[src/rtl/noc_packetizer_pkg.sv]
// Shared types and flit field layout for the NoC packetizer.
// Head flit carries destination, source and payload length.
package noc_packetizer_pkg;

  localparam int ARRAY_W   = 2;
  localparam int ENTRY_W   = 32;
  localparam int VCH_W     = 1;
  localparam int VCH_NUM   = 2;
  localparam int BUF_DEPTH = 4;
  localparam int MAX_LEN   = 15;
  localparam int LEN_W     = $clog2(MAX_LEN + 1);
  localparam int CRD_W     = $clog2(BUF_DEPTH + 1);

  localparam int FTYPE_W = 2;
  localparam logic [FTYPE_W-1:0] FT_HEAD     = 2'd0;
  localparam logic [FTYPE_W-1:0] FT_BODY     = 2'd1;
  localparam logic [FTYPE_W-1:0] FT_TAIL     = 2'd2;
  localparam logic [FTYPE_W-1:0] FT_HEADTAIL = 2'd3;

  localparam int DSTX_LSB = 0;
  localparam int DSTX_MSB = DSTX_LSB + ARRAY_W - 1;
  localparam int DSTY_LSB = DSTX_MSB + 1;
  localparam int DSTY_MSB = DSTY_LSB + ARRAY_W - 1;
  localparam int SRCX_LSB = DSTY_MSB + 1;
  localparam int SRCX_MSB = SRCX_LSB + ARRAY_W - 1;
  localparam int SRCY_LSB = SRCX_MSB + 1;
  localparam int SRCY_MSB = SRCY_LSB + ARRAY_W - 1;
  localparam int LEN_LSB  = SRCY_MSB + 1;
  localparam int LEN_MSB  = LEN_LSB + LEN_W - 1;

  typedef enum logic [1:0] {
    PKT_IDLE,
    PKT_HEAD,
    PKT_BODY
  } pkt_state_e;

  function automatic logic [ENTRY_W-1:0] head_flit(
    input logic [ARRAY_W-1:0] dx,
    input logic [ARRAY_W-1:0] dy,
    input logic [ARRAY_W-1:0] sx,
    input logic [ARRAY_W-1:0] sy,
    input logic [LEN_W-1:0]   len
  );
    logic [ENTRY_W-1:0] f;
    f = '0;
    f[DSTX_MSB:DSTX_LSB] = dx;
    f[DSTY_MSB:DSTY_LSB] = dy;
    f[SRCX_MSB:SRCX_LSB] = sx;
    f[SRCY_MSB:SRCY_LSB] = sy;
    f[LEN_MSB:LEN_LSB]   = len;
    return f;
  endfunction

endpackage

[src/rtl/noc_packetizer_if.sv]
// Request, payload, flit and credit signals between a
// message source and the packetizer.
interface noc_packetizer_if
  import noc_packetizer_pkg::*;
();

  logic               req_valid;
  logic               req_ready;
  logic [ARRAY_W-1:0] req_dstx;
  logic [ARRAY_W-1:0] req_dsty;
  logic [VCH_W-1:0]   req_vch;
  logic [LEN_W-1:0]   req_len;

  logic               pl_valid;
  logic               pl_ready;
  logic [ENTRY_W-1:0] pl_data;

  logic               send;
  logic [ENTRY_W-1:0] flit;
  logic [FTYPE_W-1:0] ftype;
  logic [VCH_W-1:0]   vch;
  logic [VCH_NUM-1:0] credit;

  modport master (
    output req_valid, req_dstx, req_dsty,
    output req_vch, req_len,
    output pl_valid, pl_data, credit,
    input  req_ready, pl_ready,
    input  send, flit, ftype, vch
  );

  modport slave (
    input  req_valid, req_dstx, req_dsty,
    input  req_vch, req_len,
    input  pl_valid, pl_data, credit,
    output req_ready, pl_ready,
    output send, flit, ftype, vch
  );

endinterface

[src/rtl/noc_packetizer_credit_cnt.sv]
// Per-VC credit counter toward the router input buffer.
// Starts full, saturates at full and flags an overflow.
module noc_credit_cnt
  import noc_packetizer_pkg::*;
(
  input  logic             clk,
  input  logic             rst,
  input  logic             inc,
  input  logic             dec,
  output logic [CRD_W-1:0] cnt,
  output logic             ovf
);

  localparam logic [CRD_W-1:0] FULL = CRD_W'(BUF_DEPTH);

  always_ff @(posedge clk) begin
    if (rst) begin
      cnt <= FULL;
      ovf <= 1'b0;
    end else if (inc && !dec) begin
      if (cnt == FULL) ovf <= 1'b1;
      else cnt <= cnt + 1'b1;
    end else if (dec && !inc && cnt != '0) begin
      cnt <= cnt - 1'b1;
    end
  end

endmodule

[src/rtl/noc_packetizer.sv]
// Network-interface injector: request + payload stream in,
// head/body/tail flits out under per-VC credit control.
module noc_packetizer
  import noc_packetizer_pkg::*;
(
  input  logic               clk,
  input  logic               rst,
  input  logic [ARRAY_W-1:0] xpos,
  input  logic [ARRAY_W-1:0] ypos,
  noc_packetizer_if.slave    bus,
  output logic               err
);

  pkt_state_e state;

  logic [ARRAY_W-1:0] dstx;
  logic [ARRAY_W-1:0] dsty;
  logic [VCH_W-1:0]   pvch;
  logic [LEN_W-1:0]   plen;
  logic [LEN_W-1:0]   rem;

  logic               send_q;
  logic [ENTRY_W-1:0] flit_q;
  logic [FTYPE_W-1:0] ftype_q;
  logic [VCH_W-1:0]   vch_q;

  logic [CRD_W-1:0]   cnt [VCH_NUM];
  logic [VCH_NUM-1:0] ovf;
  logic [VCH_NUM-1:0] dec;

  logic has_crd;
  logic head_fire;
  logic body_fire;

  assign has_crd   = cnt[pvch] != '0;
  assign head_fire = (state == PKT_HEAD) && has_crd;
  assign body_fire = bus.pl_valid && bus.pl_ready;

  assign bus.req_ready = state == PKT_IDLE;
  assign bus.pl_ready  = (state == PKT_BODY) && has_crd;
  assign bus.send      = send_q;
  assign bus.flit      = flit_q;
  assign bus.ftype     = ftype_q;
  assign bus.vch       = vch_q;
  assign err           = |ovf;

  always_comb begin
    dec       = '0;
    dec[pvch] = head_fire || body_fire;
  end

  for (genvar v = 0; v < VCH_NUM; v++) begin : g_crd
    noc_credit_cnt u_crd (
      .clk (clk),
      .rst (rst),
      .inc (bus.credit[v]),
      .dec (dec[v]),
      .cnt (cnt[v]),
      .ovf (ovf[v])
    );
  end

  always_ff @(posedge clk) begin
    if (rst) begin
      state   <= PKT_IDLE;
      dstx    <= '0;
      dsty    <= '0;
      pvch    <= '0;
      plen    <= '0;
      rem     <= '0;
      send_q  <= 1'b0;
      flit_q  <= '0;
      ftype_q <= '0;
      vch_q   <= '0;
    end else begin
      send_q <= 1'b0;
      unique case (state)
        PKT_IDLE: begin
          if (bus.req_valid) begin
            dstx  <= bus.req_dstx;
            dsty  <= bus.req_dsty;
            pvch  <= bus.req_vch;
            plen  <= (int'(bus.req_len) > MAX_LEN)
                   ? LEN_W'(MAX_LEN) : bus.req_len;
            state <= PKT_HEAD;
          end
        end
        PKT_HEAD: begin
          if (has_crd) begin
            send_q  <= 1'b1;
            flit_q  <= head_flit(dstx, dsty, xpos, ypos, plen);
            ftype_q <= (plen == '0) ? FT_HEADTAIL : FT_HEAD;
            vch_q   <= pvch;
            rem     <= plen;
            state   <= (plen == '0) ? PKT_IDLE : PKT_BODY;
          end
        end
        PKT_BODY: begin
          if (body_fire) begin
            send_q  <= 1'b1;
            flit_q  <= bus.pl_data;
            ftype_q <= (rem == LEN_W'(1)) ? FT_TAIL : FT_BODY;
            vch_q   <= pvch;
            rem     <= rem - 1'b1;
            if (rem == LEN_W'(1)) state <= PKT_IDLE;
          end
        end
        default: state <= PKT_IDLE;
      endcase
    end
  end

endmodule

[src/flat_wrapper.sv]
// flat-port wrapper written by rule: the top's interface ports become plain ports
module noc_packetizer_flat import noc_packetizer_pkg::*;
  (clk, rst, xpos, ypos, err, bus_req_valid, bus_req_dstx, bus_req_dsty, bus_req_vch, bus_req_len, bus_pl_valid, bus_pl_data, bus_credit, bus_req_ready, bus_pl_ready, bus_send, bus_flit, bus_ftype, bus_vch);
  noc_packetizer_if bus_i ();
  input  logic clk;
  input  logic rst;
  input  logic [ARRAY_W-1:0] xpos;
  input  logic [ARRAY_W-1:0] ypos;
  output logic err;
  input wire logic [$bits(bus_i.req_valid)-1:0] bus_req_valid;
  input wire logic [$bits(bus_i.req_dstx)-1:0] bus_req_dstx;
  input wire logic [$bits(bus_i.req_dsty)-1:0] bus_req_dsty;
  input wire logic [$bits(bus_i.req_vch)-1:0] bus_req_vch;
  input wire logic [$bits(bus_i.req_len)-1:0] bus_req_len;
  input wire logic [$bits(bus_i.pl_valid)-1:0] bus_pl_valid;
  input wire logic [$bits(bus_i.pl_data)-1:0] bus_pl_data;
  input wire logic [$bits(bus_i.credit)-1:0] bus_credit;
  output wire logic [$bits(bus_i.req_ready)-1:0] bus_req_ready;
  output wire logic [$bits(bus_i.pl_ready)-1:0] bus_pl_ready;
  output wire logic [$bits(bus_i.send)-1:0] bus_send;
  output wire logic [$bits(bus_i.flit)-1:0] bus_flit;
  output wire logic [$bits(bus_i.ftype)-1:0] bus_ftype;
  output wire logic [$bits(bus_i.vch)-1:0] bus_vch;
  assign bus_i.req_valid = bus_req_valid;
  assign bus_i.req_dstx = bus_req_dstx;
  assign bus_i.req_dsty = bus_req_dsty;
  assign bus_i.req_vch = bus_req_vch;
  assign bus_i.req_len = bus_req_len;
  assign bus_i.pl_valid = bus_pl_valid;
  assign bus_i.pl_data = bus_pl_data;
  assign bus_i.credit = bus_credit;
  assign bus_req_ready = bus_i.req_ready;
  assign bus_pl_ready = bus_i.pl_ready;
  assign bus_send = bus_i.send;
  assign bus_flit = bus_i.flit;
  assign bus_ftype = bus_i.ftype;
  assign bus_vch = bus_i.vch;
  noc_packetizer u_core (.clk(clk), .rst(rst), .xpos(xpos), .ypos(ypos), .bus(bus_i), .err(err));
endmodule
[config.mk]
export PLATFORM = sky130hd
export DESIGN_NAME = noc_packetizer_flat
export DESIGN_NICKNAME = d
export VERILOG_FILES = /design/src/rtl/noc_packetizer_pkg.sv /design/src/rtl/noc_packetizer_if.sv /design/src/rtl/noc_packetizer_credit_cnt.sv /design/src/rtl/noc_packetizer.sv /design/src/flat_wrapper.sv
export SDC_FILE = /design/constraint.sdc
export NUM_CORES = 1
export LEC_CHECK = 0
export CAP_MARGIN = 20
export CORE_UTILIZATION = 47
export CTS_CLUSTER_DIAMETER = 150
export DETAILED_ROUTE_END_ITERATION = 12
export PLACE_DENSITY = 0.86
export SLEW_MARGIN = 25
export SYNTH_ARGS = -nofsm -noshare
export SYNTH_HDL_FRONTEND = slang
export SYNTH_SLANG_ARGS = --single-unit
[constraint.sdc]
create_clock -name clk -period 3.1 [get_ports clk]
set_clock_uncertainty 0.2 [all_clocks]
set_input_delay 0.62 -clock clk [delete_from_list [all_inputs] [get_ports clk]]
set_output_delay 0.62 -clock clk [all_outputs]
set_load 0.01 [all_outputs]
==> insert_results.sql, run 1 <==
INSERT INTO impl_metrics (metric_group, metric, value, unit) VALUES
('route', 'vias_per_cell', '5.51', ''),
('cells_and_area', 'final_layout_size_suffix_gt1_frac', '0.103', ''),
('power', 'power.density_cell_area', '602', 'nW/µm²'),
('timing', 'final.setup.tns', '0', 'ps'),
('setup_path', 'launch_point_of_the_worst_reg_to_reg_path', 'u_core.state[0]', ''),
('timing', 'finalCritPeriodShare', '0.938', ''),
('cts', 'postCtsSetupRepairBufs', '0', ''),
('setup_path', 'worstPathMaxFanout', '11', ''),
('timing', 'tightestPinTransition', '631', 'ps'),
('grt', 'antenna_violations_before_repair', '0', ''),
('synthesis', 'synthesis.nets', '399', ''),
('floorplan', 'core.rowCount', '28', ''),
('grt', 'pin_count_of_the_biggest_net_entering_global_routing', '40', ''),
('setup_path', 'rr_worst_depth', '7', ''),
('min_path', 'hold_class', 'register to register', ''),
('timing', 'final-setup-viol-count', '0', ''),
('grt', 'grt_usage', '0.221', ''),
('synthesis', 'synth.ff_latch_count', '59', ''),
('synthesis', 'synthesis.yosys.warnings', '0', ''),
('placement', 'place.gp.congestion', '0.821', ''),
('setup_path', 'worst_setup_path_start_kind', 'register', ''),
('setup_path', 'crit_path_end_kind', 'output pin', ''),
('cts', 'cts_num_sinks', '59', ''),
('setup_path', 'timing.critical_path.required', '2280', 'ps'),
('grt', 'first_global_vias', '2589', ''),
('placement', 'dpl-instance-area', '3850', 'µm²'),
('timing', 'hold_violations', '0', ''),
('timing', 'rsz0062_at_grt', 'false', ''),
('setup_path', 'critPathArrivalTime', '2090', 'ps'),
('synthesis', 'synth.cells.most_frequent', 'sky130_fd_sc_hd__dfxtp_1, sky130_fd_sc_hd__nand2_1, sky130_fd_sc_hd__a21oi_1', ''),
('synthesis', 'synth-edff-count', '0', ''),
('cts', 'cts_h_tree_depth', '3', ''),
('cells_and_area', 'fin_area', '4020', 'µm²'),
('synthesis', 'ys_types', '51', ''),
('floorplan', 'effective_utilization_at_floorplan', '0.492', ''),
('cts', 'tritoncts', 'done', ''),
('job', 'max_cap_violations', '0', ''),
('run_status', 'run_status', 'complete, no violations', ''),
('setup_path', 'endpoint_of_the_most_critical_setup_path', 'bus_pl_ready', ''),
('route', 'route.antenna.remaining_nets', '0', ''),
('setup_path', 'r2r-end', 'u_core.bus.flit[11]', ''),
('cells_and_area', 'finish.net_count', '480', ''),
('floorplan', 'core_area', '5990', 'µm²'),
('timing', 'fmax', '344', 'MHz'),
('cts', 'cts-resized-gates', '0', ''),
('route', 'detailroute.via_count', '2764', ''),
('synthesis', 'synth_top_flop_cell', 'sky130_fd_sc_hd__dfxtp_1', ''),
('cts', 'clk_latency', '320', 'ps'),
('synthesis', 'netlist.area_leader.share', '0.401', ''),
('synthesis', 'netlist_area', '2950', 'µm²'),
('synthesis', 'post-synth-top-count-cell', 'sky130_fd_sc_hd__dfxtp_1', ''),
('cells_and_area', 'filler_cell_count', '490', ''),
('route', 'final_wl', '6990', 'µm'),
('synthesis', 'syn_area_cell', '8.65', 'µm²'),
('setup_path', 'setup.reg_to_reg.worst_slack', '550', 'ps'),
('floorplan', 'die_h', '81.2', 'µm'),
('cts', 'cts-root-to-sink-buffers', '2', ''),
('route', 'routedWlPerCell', '13.9', 'µm'),
('setup_path', 'start_point_of_the_critical_path', 'u_core.pvch', ''),
('cts', 'ctsRootBufferMaster', 'sky130_fd_sc_hd__clkbuf_8', ''),
('synthesis', 'yosysTopAreaCell', 'sky130_fd_sc_hd__dfxtp_1', ''),
('cts', 'clkTransAtPathRegs', '60', 'ps'),
('synthesis', 'synth_seq_area_share', '0.401', ''),
('route', 'drc_errors', '0', ''),
('route', 'dr.pass1.iters', '4', ''),
('cells_and_area', 'syn2layout_area_growth', '36.3', '%'),
('timing', 'finalCriticalPeriod', '2910', 'ps'),
('cts', 'tritoncts.num_buffers', '9', ''),
('placement', 'portBuffers', '89', ''),
('cells_and_area', 'antenna_cells', '0', ''),
('power', 'leakagePower', '1.39', 'nW');
==> through the flow <==
stage	setup slack [ps]	cells	util	hold WS (ps)	power, mW
after floorplan	501	341	-	232	1.57
after global placement	241	485	0.638	239	1.77
after detailed placement	122	486	0.642	245	1.84
after CTS	193	502	0.671	254	2.43
after global routing	120	502	0.671	275	2.57
final	194	502	0.671	253	2.42
==> sequential cells by signal (all words and copies together) (netlist names), 4 cells and up <==
register,flops
u_core.rem,4
u_core.g_crd.u_crd.cnt,6
u_core.bus.flit,32
u_core.plen,4
==> report_power, final <==
group,switching (mW),leakage [nW],internal [mW]
clock,0.283,0.0863,0.311
sequential,0.0973,0.482,0.862
combinational,0.448,0.826,0.418
total,0.828,1.39,1.59
==> worst max-delay path, cell delays in order, from the launching register on <==
cell and delay (ps):
sky130_fd_sc_hd__dfxtp_1 530, sky130_fd_sc_hd__or4b_4 560, sky130_fd_sc_hd__and3_1 200, sky130_fd_sc_hd__clkdlybuf4s50_1 470
==> kinds of logic after synthesis <==
group,after synthesis,synth area share
AND/OR/NAND/NOR,135,0.213
buffers and inverters,36,0.0670
XOR/XNOR,5,0.0149
AO/OA/AOI/OAI,89,0.236
adder cells (fa/ha/maj),7,0.0348
flip-flops,59,0.401
multiplexers,10,0.0339
==> cell usage in the layout (no fill, tap or decap), drive strengths merged, types with 3 or more instances in the layout <==
cell | netlist | layout
nor3 | 7 | 7
and2 | 3 | 3
o21bai | 3 | 3
nand3 | 32 | 32
o41ai | 3 | 3
xor2 | 3 | 3
nand2 | 45 | 45
o21ai | 6 | 6
clkbuf | 13 | 12
and3 | 7 | 7
clkinv | 0 | 3
dfxtp | 59 | 59
clkdlybuf4s50 | 0 | 88
inv | 9 | 9
a21oi | 37 | 37
o211ai | 3 | 3
ha | 5 | 5
nor2 | 30 | 30
buf | 14 | 9
a211oi | 13 | 13
mux2i | 10 | 10
a311oi | 5 | 5
==> worst min-delay path by stage <==
| stage | slack [ps] | cells past startpoint | end | start |
|---|---|---|---|---|
| 6_report | 250 | 2 | u_core.bus.flit[24] | u_core.bus.flit[24] |
| 5_1_grt | 270 | 2 | u_core.bus.flit[29] | u_core.bus.flit[29] |
| 4_1_cts | 250 | 2 | u_core.bus.vch | u_core.bus.vch |
| 3_5_place_dp | 250 | 2 | u_core.bus.vch | u_core.bus.vch |
| 3_3_place_gp | 240 | 2 | u_core.bus.flit[31] | u_core.bus.flit[31] |
| 2_1_floorplan | 230 | 2 | u_core.g_crd[0].u_crd.ovf | u_core.g_crd[0].u_crd.ovf |
==> per-layer routing <==
metal | up-vias | wire length, µm | track usage
li1 | 1379 | - | -
met2 | 102 | 3570 | 0.382
met5 | - | 0 | 0
met3 | 10 | 433 | 0.0404
met4 | 0 | 75 | 0.109
met1 | 1273 | 2910 | 0.260
==> layout make-up <==
class	count	area, µm²	area share
timing repair buffer	97	966	0.240
tap	75	93.8	0.0233
sequential	59	1180	0.294
clock buffer	12	145	0.0361
inverter	9	33.8	0.00841
clock inverter	4	26.3	0.00654
multi-input combinational	246	1570	0.391
Note: power is estimated with default switching activity, not from simulation.
==> run 2, diff against run 1 <==
Settings changed: PLACE_DENSITY 0.86 to 0.9, SETUP_SLACK_MARGIN from default to 0.05.
==> insert_results.sql, run 2 (synthesis gave the netlist of run 1 again) <==
INSERT INTO impl_metrics (metric_group, metric, value, unit) VALUES
('run_status', 'run_status', 'complete, no violations', ''),
('grt', 'gr-total-overflow', '0', ''),
('timing', 'tightestPinTransition', '651', 'ps'),
('power', 'power.density_cell_area', '652', 'nW/µm²'),
('placement', 'hpwl', '5090', 'µm'),
('placement', 'pre_cts_slack', '134', 'ps'),
('cells_and_area', 'filler_cell_count', '488', ''),
('cells_and_area', 'fin_area', '4060', 'µm²'),
('cts', 'cts_h_tree_depth', '3', ''),
('cts', 'cts_num_sinks', '59', ''),
('timing', 'finalCriticalPeriod', '2900', 'ps'),
('floorplan', 'effective_utilization_at_floorplan', '0.492', ''),
('grt', 'grt_pass1_wl', '11800', 'µm'),
('setup_path', 'crit_type', 'register to output pin', ''),
('placement', 'dp.cells', '486', ''),
('setup_path', 'sequence_of_cells_on_the_critical_path', 'or4b_4 > and3_1 > clkdlybuf4s50_1', ''),
('cts', 'postCtsSetupRepairBufs', '0', ''),
('cts', 'tritoncts', 'done', ''),
('cells_and_area', 'layout_commonest_cell', 'sky130_fd_sc_hd__clkdlybuf4s50_1', ''),
('min_path', 'hold_class', 'register to register', ''),
('power', 'max-vdd-ir-drop', '0.450', 'mV'),
('setup_path', 'crit_path_max_incr_delay', '550', 'ps'),
('power', 'pwr-share-clk', '0.311', ''),
('route', 'drc_errors', '0', ''),
('route', 'detailroute.via_count', '2806', ''),
('cells_and_area', 'syn2layout_area_growth', '37.6', '%'),
('setup_path', 'crit_path_top_delay_cell', 'sky130_fd_sc_hd__or4b_4', ''),
('cts', 'clkTransAtPathRegs', '60', 'ps'),
('route', 'first_iter_violations', '139', ''),
('route', 'final_wl', '7310', 'µm'),
('setup_path', 'launch_point_of_the_worst_reg_to_reg_path', 'u_core.state[0]', ''),
('setup_path', 'timing.critical_path.required', '2280', 'ps'),
('min_path', 'worst_hold_startpoint', 'u_core.bus.flit[13]', ''),
('cts', 'tritoncts.num_buffers', '9', ''),
('setup_path', 'worstPathMaxFanout', '11', ''),
('timing', 'final-setup-viol-count', '0', ''),
('power', 'internal', '1.80', 'mW'),
('floorplan', 'chipWidth', '81.2', 'µm'),
('placement', 'dpl-instance-area', '3830', 'µm²'),
('timing', 'setup_slack', '196', 'ps'),
('placement', 'portBuffers', '89', ''),
('grt', 'first_global_vias', '2642', ''),
('floorplan', 'top_level_i_o_count', '90', ''),
('power', 'leakagePower', '1.41', 'nW'),
('cts', 'cts-resized-gates', '0', ''),
('cells_and_area', 'largest_reg_flops', '32', ''),
('setup_path', 'worst_setup_path_start_kind', 'register', ''),
('timing', 'fin_hold_ws', '255', 'ps'),
('timing', 'hold_violations', '0', ''),
('floorplan', 'die_h', '81.2', 'µm'),
('grt', 'grt_usage', '0.235', ''),
('setup_path', 'critPathArrivalTime', '2080', 'ps'),
('cts', 'ctsRootBufferMaster', 'sky130_fd_sc_hd__clkbuf_8', ''),
('setup_path', 'start_point_of_the_critical_path', 'u_core.pvch', ''),
('power', 'comb_power_share', '0.327', ''),
('timing', 'final_max_slew_viol_count', '0', ''),
('cells_and_area', 'finish.net_count', '480', ''),
('timing', 'finalCritPeriodShare', '0.937', ''),
('setup_path', 'crit_path_end_kind', 'output pin', ''),
('cts', 'clk_latency', '340', 'ps'),
('cts', 'hold_buffers', '0', ''),
('timing', 'fmax', '344', 'MHz'),
('floorplan', 'core_area', '5990', 'µm²'),
('timing', 'max_slew_margin', '0.564', ''),
('cells_and_area', 'layoutNonFillerInstCount', '501', ''),
('cells_and_area', 'layout_common_cells', 'sky130_fd_sc_hd__clkdlybuf4s50_1, sky130_fd_sc_hd__dfxtp_1, sky130_fd_sc_hd__nand2_1, sky130_fd_sc_hd__a21oi_1, sky130_fd_sc_hd__nand3_1', ''),
('cells_and_area', 'final_layout_size_suffix_gt1_frac', '0.103', ''),
('floorplan', 'core.rowCount', '28', ''),
('power', 'net-switching-power', '0.846', 'mW'),
('grt', 'antenna_violations_before_repair', '0', ''),
('power', 'post-layout-total-power', '2.65', 'mW'),
('floorplan', 'dieArea', '6600', 'µm²'),
('cells_and_area', 'antenna_cells', '0', ''),
('route', 'vias_per_cell', '5.60', ''),
('route', 'routedWlPerCell', '14.6', 'µm'),
('power', 'power.share.switching', '0.320', ''),
('route', 'dr.pass1.iters', '4', ''),
('placement', 'place.gp.congestion', '0.786', ''),
('cts', 'cts-root-to-sink-buffers', '2', ''),
('timing', 'final.setup.tns', '0', 'ps'),
('power', 'power.sequential.fraction', '0.362', ''),
('min_path', 'timing.hold.worst_path_depth', '2', ''),
('setup_path', 'rr_worst_depth', '7', ''),
('job', 'max_cap_violations', '0', ''),
('cells_and_area', 'post_layout_utilization_of_the_core', '0.677', ''),
('grt', 'pin_count_of_the_biggest_net_entering_global_routing', '42', ''),
('route', 'route.antenna.remaining_nets', '0', ''),
('timing', 'rsz0062_at_grt', 'false', '');
==> run 2: power groups by stage <==
stage               Sequential, mW  Clock, mW  Combinational (mW)
finish                       0.958      0.822               0.865
global route                 0.974      0.881               0.939
CTS                          0.956      0.835               0.863
detailed placement           0.971          0               0.857
global placement             0.966          0               0.825
floorplan                    0.966          0               0.600
==> run 2: worst paths after layout <==
check / end / slack [ps]
worst min-delay path: u_core.bus.flit[13] / 250
worst max-delay path: bus_pl_ready / 200
worst min register to register: u_core.bus.flit[13] / 250
worst max register to register: u_core.bus.flit[4] / 560
==> run 2: per-layer routing <==
metal | routed length, µm | GRT usage
met5 | 0 | 0
met4 | 87 | 0.0982
met3 | 430 | 0.0596
met2 | 3750 | 0.419
met1 | 3050 | 0.262
==> run 2: cell type report <==
| cell class | instances | area (µm²) | share of cell area |
|---|---|---|---|
| Multi-Input combinational cell | 246 | 1570 | 0.388 |
| Timing Repair Buffer | 97 | 946 | 0.233 |
| Inverter | 9 | 33.8 | 0.00833 |
| Tap cell | 75 | 93.8 | 0.0231 |
| Clock buffer | 10 | 128 | 0.0315 |
| Clock inverter | 5 | 103 | 0.0253 |
| Sequential cell | 59 | 1180 | 0.291 |
==> run 2: worst max-delay path: cells and delay by family, from the launching register on <==
kind / cells / cell delay, ps
buffers and inverters: 1 / 470
flip-flops: 1 / 520
AND/OR/NAND/NOR: 2 / 760
==> run 3, diff against run 2 <==
Settings changed: ABC_AREA from default to 1, CORE_UTILIZATION 47 to 46, REMOVE_ABC_BUFFERS from default to 1.
==> insert_results.sql, run 3 <==
INSERT INTO impl_metrics (metric_group, metric, value, unit) VALUES
('setup_path', 'crit_path_top_delay_cell', 'sky130_fd_sc_hd__clkdlybuf4s50_1', ''),
('cts', 'cts_h_tree_depth', '3', ''),
('timing', 'final-setup-viol-count', '0', ''),
('timing', 'hold_violations', '0', ''),
('synthesis', 'yosysTopAreaCell', 'sky130_fd_sc_hd__dfxtp_1', ''),
('setup_path', 'critPathArrivalTime', '1790', 'ps'),
('cts', 'clk_latency', '330', 'ps'),
('cells_and_area', 'layout_commonest_cell', 'sky130_fd_sc_hd__clkdlybuf4s50_1', ''),
('cells_and_area', 'layout_common_cells', 'sky130_fd_sc_hd__clkdlybuf4s50_1, sky130_fd_sc_hd__nand2_1, sky130_fd_sc_hd__dfxtp_1, sky130_fd_sc_hd__nor2_1, sky130_fd_sc_hd__o21ai_0', ''),
('grt', 'first_global_vias', '2471', ''),
('timing', 'finalCriticalPeriod', '2610', 'ps'),
('grt', 'grt_usage', '0.216', ''),
('synthesis', 'netlist_area', '2750', 'µm²'),
('placement', 'dp.cells', '493', ''),
('synthesis', 'netlist.area_leader.share', '0.430', ''),
('cells_and_area', 'largest_reg_flops', '32', ''),
('floorplan', 'core_area', '5640', 'µm²'),
('cells_and_area', 'final-seq-area', '1180', 'µm²'),
('route', 'vias_per_cell', '4.95', ''),
('timing', 'fmax', '384', 'MHz'),
('timing', 'tightestPinTransition', '811', 'ps'),
('synthesis', 'synth_seq_area_share', '0.430', ''),
('cells_and_area', 'area_used_by_multi_input_combinational_logic', '1350', 'µm²'),
('cells_and_area', 'finish.net_count', '490', ''),
('setup_path', 'timing.critical_path.required', '2280', 'ps'),
('placement', 'portBuffers', '89', ''),
('grt', 'gr-total-overflow', '0', ''),
('route', 'dr.pass1.iters', '4', ''),
('synthesis', 'syn_area_cell', '7.92', 'µm²'),
('cells_and_area', 'antenna_cells', '0', ''),
('timing', 'max_slew_margin', '0.459', ''),
('cells_and_area', 'final_layout_size_suffix_gt1_frac', '0.135', ''),
('timing', 'finalCritPeriodShare', '0.841', ''),
('floorplan', 'core.rowCount', '27', ''),
('placement', 'place.gp.congestion', '0.802', ''),
('synthesis', 'synthesis.yosys.warnings', '0', ''),
('cts', 'cts-resized-gates', '0', ''),
('timing', 'setup_slack', '493', 'ps'),
('job', 'max_cap_violations', '0', ''),
('route', 'detailroute.via_count', '2520', ''),
('floorplan', 'die_h', '79.3', 'µm'),
('synthesis', 'synth_top_flop_cell', 'sky130_fd_sc_hd__dfxtp_1', ''),
('synthesis', 'synthTopCellsByArea', 'sky130_fd_sc_hd__dfxtp_1, sky130_fd_sc_hd__nand2_1, sky130_fd_sc_hd__nand3_2, sky130_fd_sc_hd__a21oi_2, sky130_fd_sc_hd__o21ai_0', ''),
('setup_path', 'sequence_of_cells_on_the_critical_path', 'inv_1 > ha_2 > inv_1 > buf_4 > nor2_1 > clkdlybuf4s50_1', ''),
('cts', 'postCtsSetupRepairBufs', '0', ''),
('setup_path', 'critPathMostFrequentCell', 'sky130_fd_sc_hd__inv_1', ''),
('floorplan', 'dieArea', '6290', 'µm²'),
('synthesis', 'ys_types', '26', ''),
('min_path', 'hold_class', 'register to register', ''),
('cts', 'cts-root-to-sink-buffers', '2', ''),
('synthesis', 'synth.cells.most_frequent', 'sky130_fd_sc_hd__nand2_1, sky130_fd_sc_hd__dfxtp_1, sky130_fd_sc_hd__nor2_1', ''),
('power', 'post-layout-total-power', '3.53', 'mW'),
('power', 'power.density_cell_area', '910', 'nW/µm²'),
('setup_path', 'cpLargestDelayFamily', 'buffers and inverters', ''),
('cts', 'tritoncts', 'done', ''),
('synthesis', 'syn-instance-count', '347', ''),
('floorplan', 'chipWidth', '79.3', 'µm'),
('grt', 'pin_count_of_the_biggest_net_entering_global_routing', '39', ''),
('cts', 'hold_buffers', '0', ''),
('route', 'routedWlPerCell', '12.8', 'µm'),
('synthesis', 'synth.ff_latch_count', '59', ''),
('route', 'final_wl', '6500', 'µm'),
('placement', 'pre_cts_slack', '490', 'ps'),
('setup_path', 'crit_path_end_kind', 'output pin', ''),
('placement', 'hpwl', '4370', 'µm'),
('cells_and_area', 'syn2layout_area_growth', '41.2', '%'),
('timing', 'rsz0062_at_grt', 'false', ''),
('grt', 'grt_pass1_wl', '10500', 'µm'),
('run_status', 'run_status', 'complete, no violations', ''),
('synthesis', 'synth_async_sr_flop_share', '0', ''),
('route', 'first_iter_violations', '49', ''),
('route', 'drc_errors', '0', ''),
('cts', 'ctsRootBufferMaster', 'sky130_fd_sc_hd__clkbuf_8', ''),
('cts', 'tritoncts.num_buffers', '9', ''),
('cts', 'clkTransAtPathRegs', '70', 'ps'),
('power', 'max-vdd-ir-drop', '0.516', 'mV'),
('floorplan', 'top_level_i_o_count', '90', ''),
('setup_path', 'worst_setup_path_start_kind', 'register', ''),
('synthesis', 'synth-edff-count', '0', ''),
('power', 'leakagePower', '1.55', 'nW'),
('cts', 'cts_num_sinks', '59', ''),
('cells_and_area', 'filler_cell_count', '447', ''),
('setup_path', 'crit_type', 'register to output pin', ''),
('timing', 'final_max_slew_viol_count', '0', ''),
('setup_path', 'critPathBufInv', '4', ''),
('floorplan', 'effective_utilization_at_floorplan', '0.487', ''),
('synthesis', 'post-synth-top-count-cell', 'sky130_fd_sc_hd__nand2_1', ''),
('cells_and_area', 'layoutNonFillerInstCount', '509', ''),
('route', 'route.antenna.remaining_nets', '0', ''),
('setup_path', 'crit_path_max_incr_delay', '540', 'ps'),
('grt', 'antenna_violations_before_repair', '0', ''),
('setup_path', 'worstPathMaxFanout', '16', '');
## run 3: cell types whose count changed in the layout (fill, tap and decap cells not counted), moves of 9 or more
cell                       previous run  this run
sky130_fd_sc_hd__nand2_1             45        81
sky130_fd_sc_hd__a211oi_2             9         0
sky130_fd_sc_hd__mux2i_1             10         0
sky130_fd_sc_hd__a21oi_2              0        15
sky130_fd_sc_hd__inv_1                9        25
sky130_fd_sc_hd__nand3_2              0        17
sky130_fd_sc_hd__o21ai_0              6        26
sky130_fd_sc_hd__a21oi_1             37        20
sky130_fd_sc_hd__o211a_1              0        10
## run 3: per-stage QoR
step / area [µm²] / TNS (ps) / util / hold WS, ps
floorplan: 2630 / -3100 / - / 226
global placement: 3660 / 0 / 0.649 / 239
detailed placement: 3660 / 0 / 0.649 / 244
CTS: 3880 / 0 / 0.688 / 255
global route: 3880 / 0 / 0.688 / 292
finish: 3880 / 0 / 0.688 / 256
## run 3: final timing paths
check / start / end / slack [ps] / cells after the start
max: u_core.state[0] / bus_pl_ready / 490 / 6
min: u_core.dsty[1] / u_core.dsty[1] / 260 / 2
max reg2reg: u_core.state[0] / u_core.g_crd[0].u_crd.cnt[2] / 540 / 14
min reg2reg: u_core.dsty[1] / u_core.dsty[1] / 260 / 2
## run 3: cells by family after synthesis
kind of cell,Yosys count,share of synthesized area
simple gates,159,0.274
fa+ha+maj,7,0.0373
flops,59,0.430
compound gates,72,0.171
buf+inv,48,0.0819
xor+xnor,2,0.00637
## run 3: layout make-up
class | count | share of cell area
clock buffer | 12 | 0.0374
clock inverter | 4 | 0.0190
inverter | 28 | 0.0271
multi-input combinational | 240 | 0.347
sequential | 59 | 0.304
tap | 72 | 0.0232
timing repair buffer | 94 | 0.242
## run 3: worst reg2reg max path, cell delays in order, from the launching register on
cell and delay [ps]:
sky130_fd_sc_hd__dfxtp_1 350, sky130_fd_sc_hd__inv_1 70, sky130_fd_sc_hd__ha_2 180, sky130_fd_sc_hd__buf_4 280, sky130_fd_sc_hd__nand3_2 150, sky130_fd_sc_hd__nand2_1 120
sky130_fd_sc_hd__nand2_1 150, sky130_fd_sc_hd__nand2_1 100, sky130_fd_sc_hd__fa_1 390, sky130_fd_sc_hd__inv_1 60, sky130_fd_sc_hd__nand2_1 50, sky130_fd_sc_hd__nand2_1 70
sky130_fd_sc_hd__nand2_1 70, sky130_fd_sc_hd__nand2_1 80, sky130_fd_sc_hd__nand3_1 80
## run 3: power by group
group          total, mW  internal, mW  switching, mW
clock network      0.771         0.475          0.295
logic               1.68         0.679           1.01
registers           1.08         0.950          0.126
total               3.53          2.10           1.43
## run 3: routing by layer
metal	vias to the layer above	part of all wire	track usage
met2	78	0.49	0.389
li1	1307	-	-
met3	7	0.056	0.0609
met4	0	0.012	0.100
met5	-	0	0
met1	1128	0.44	0.232
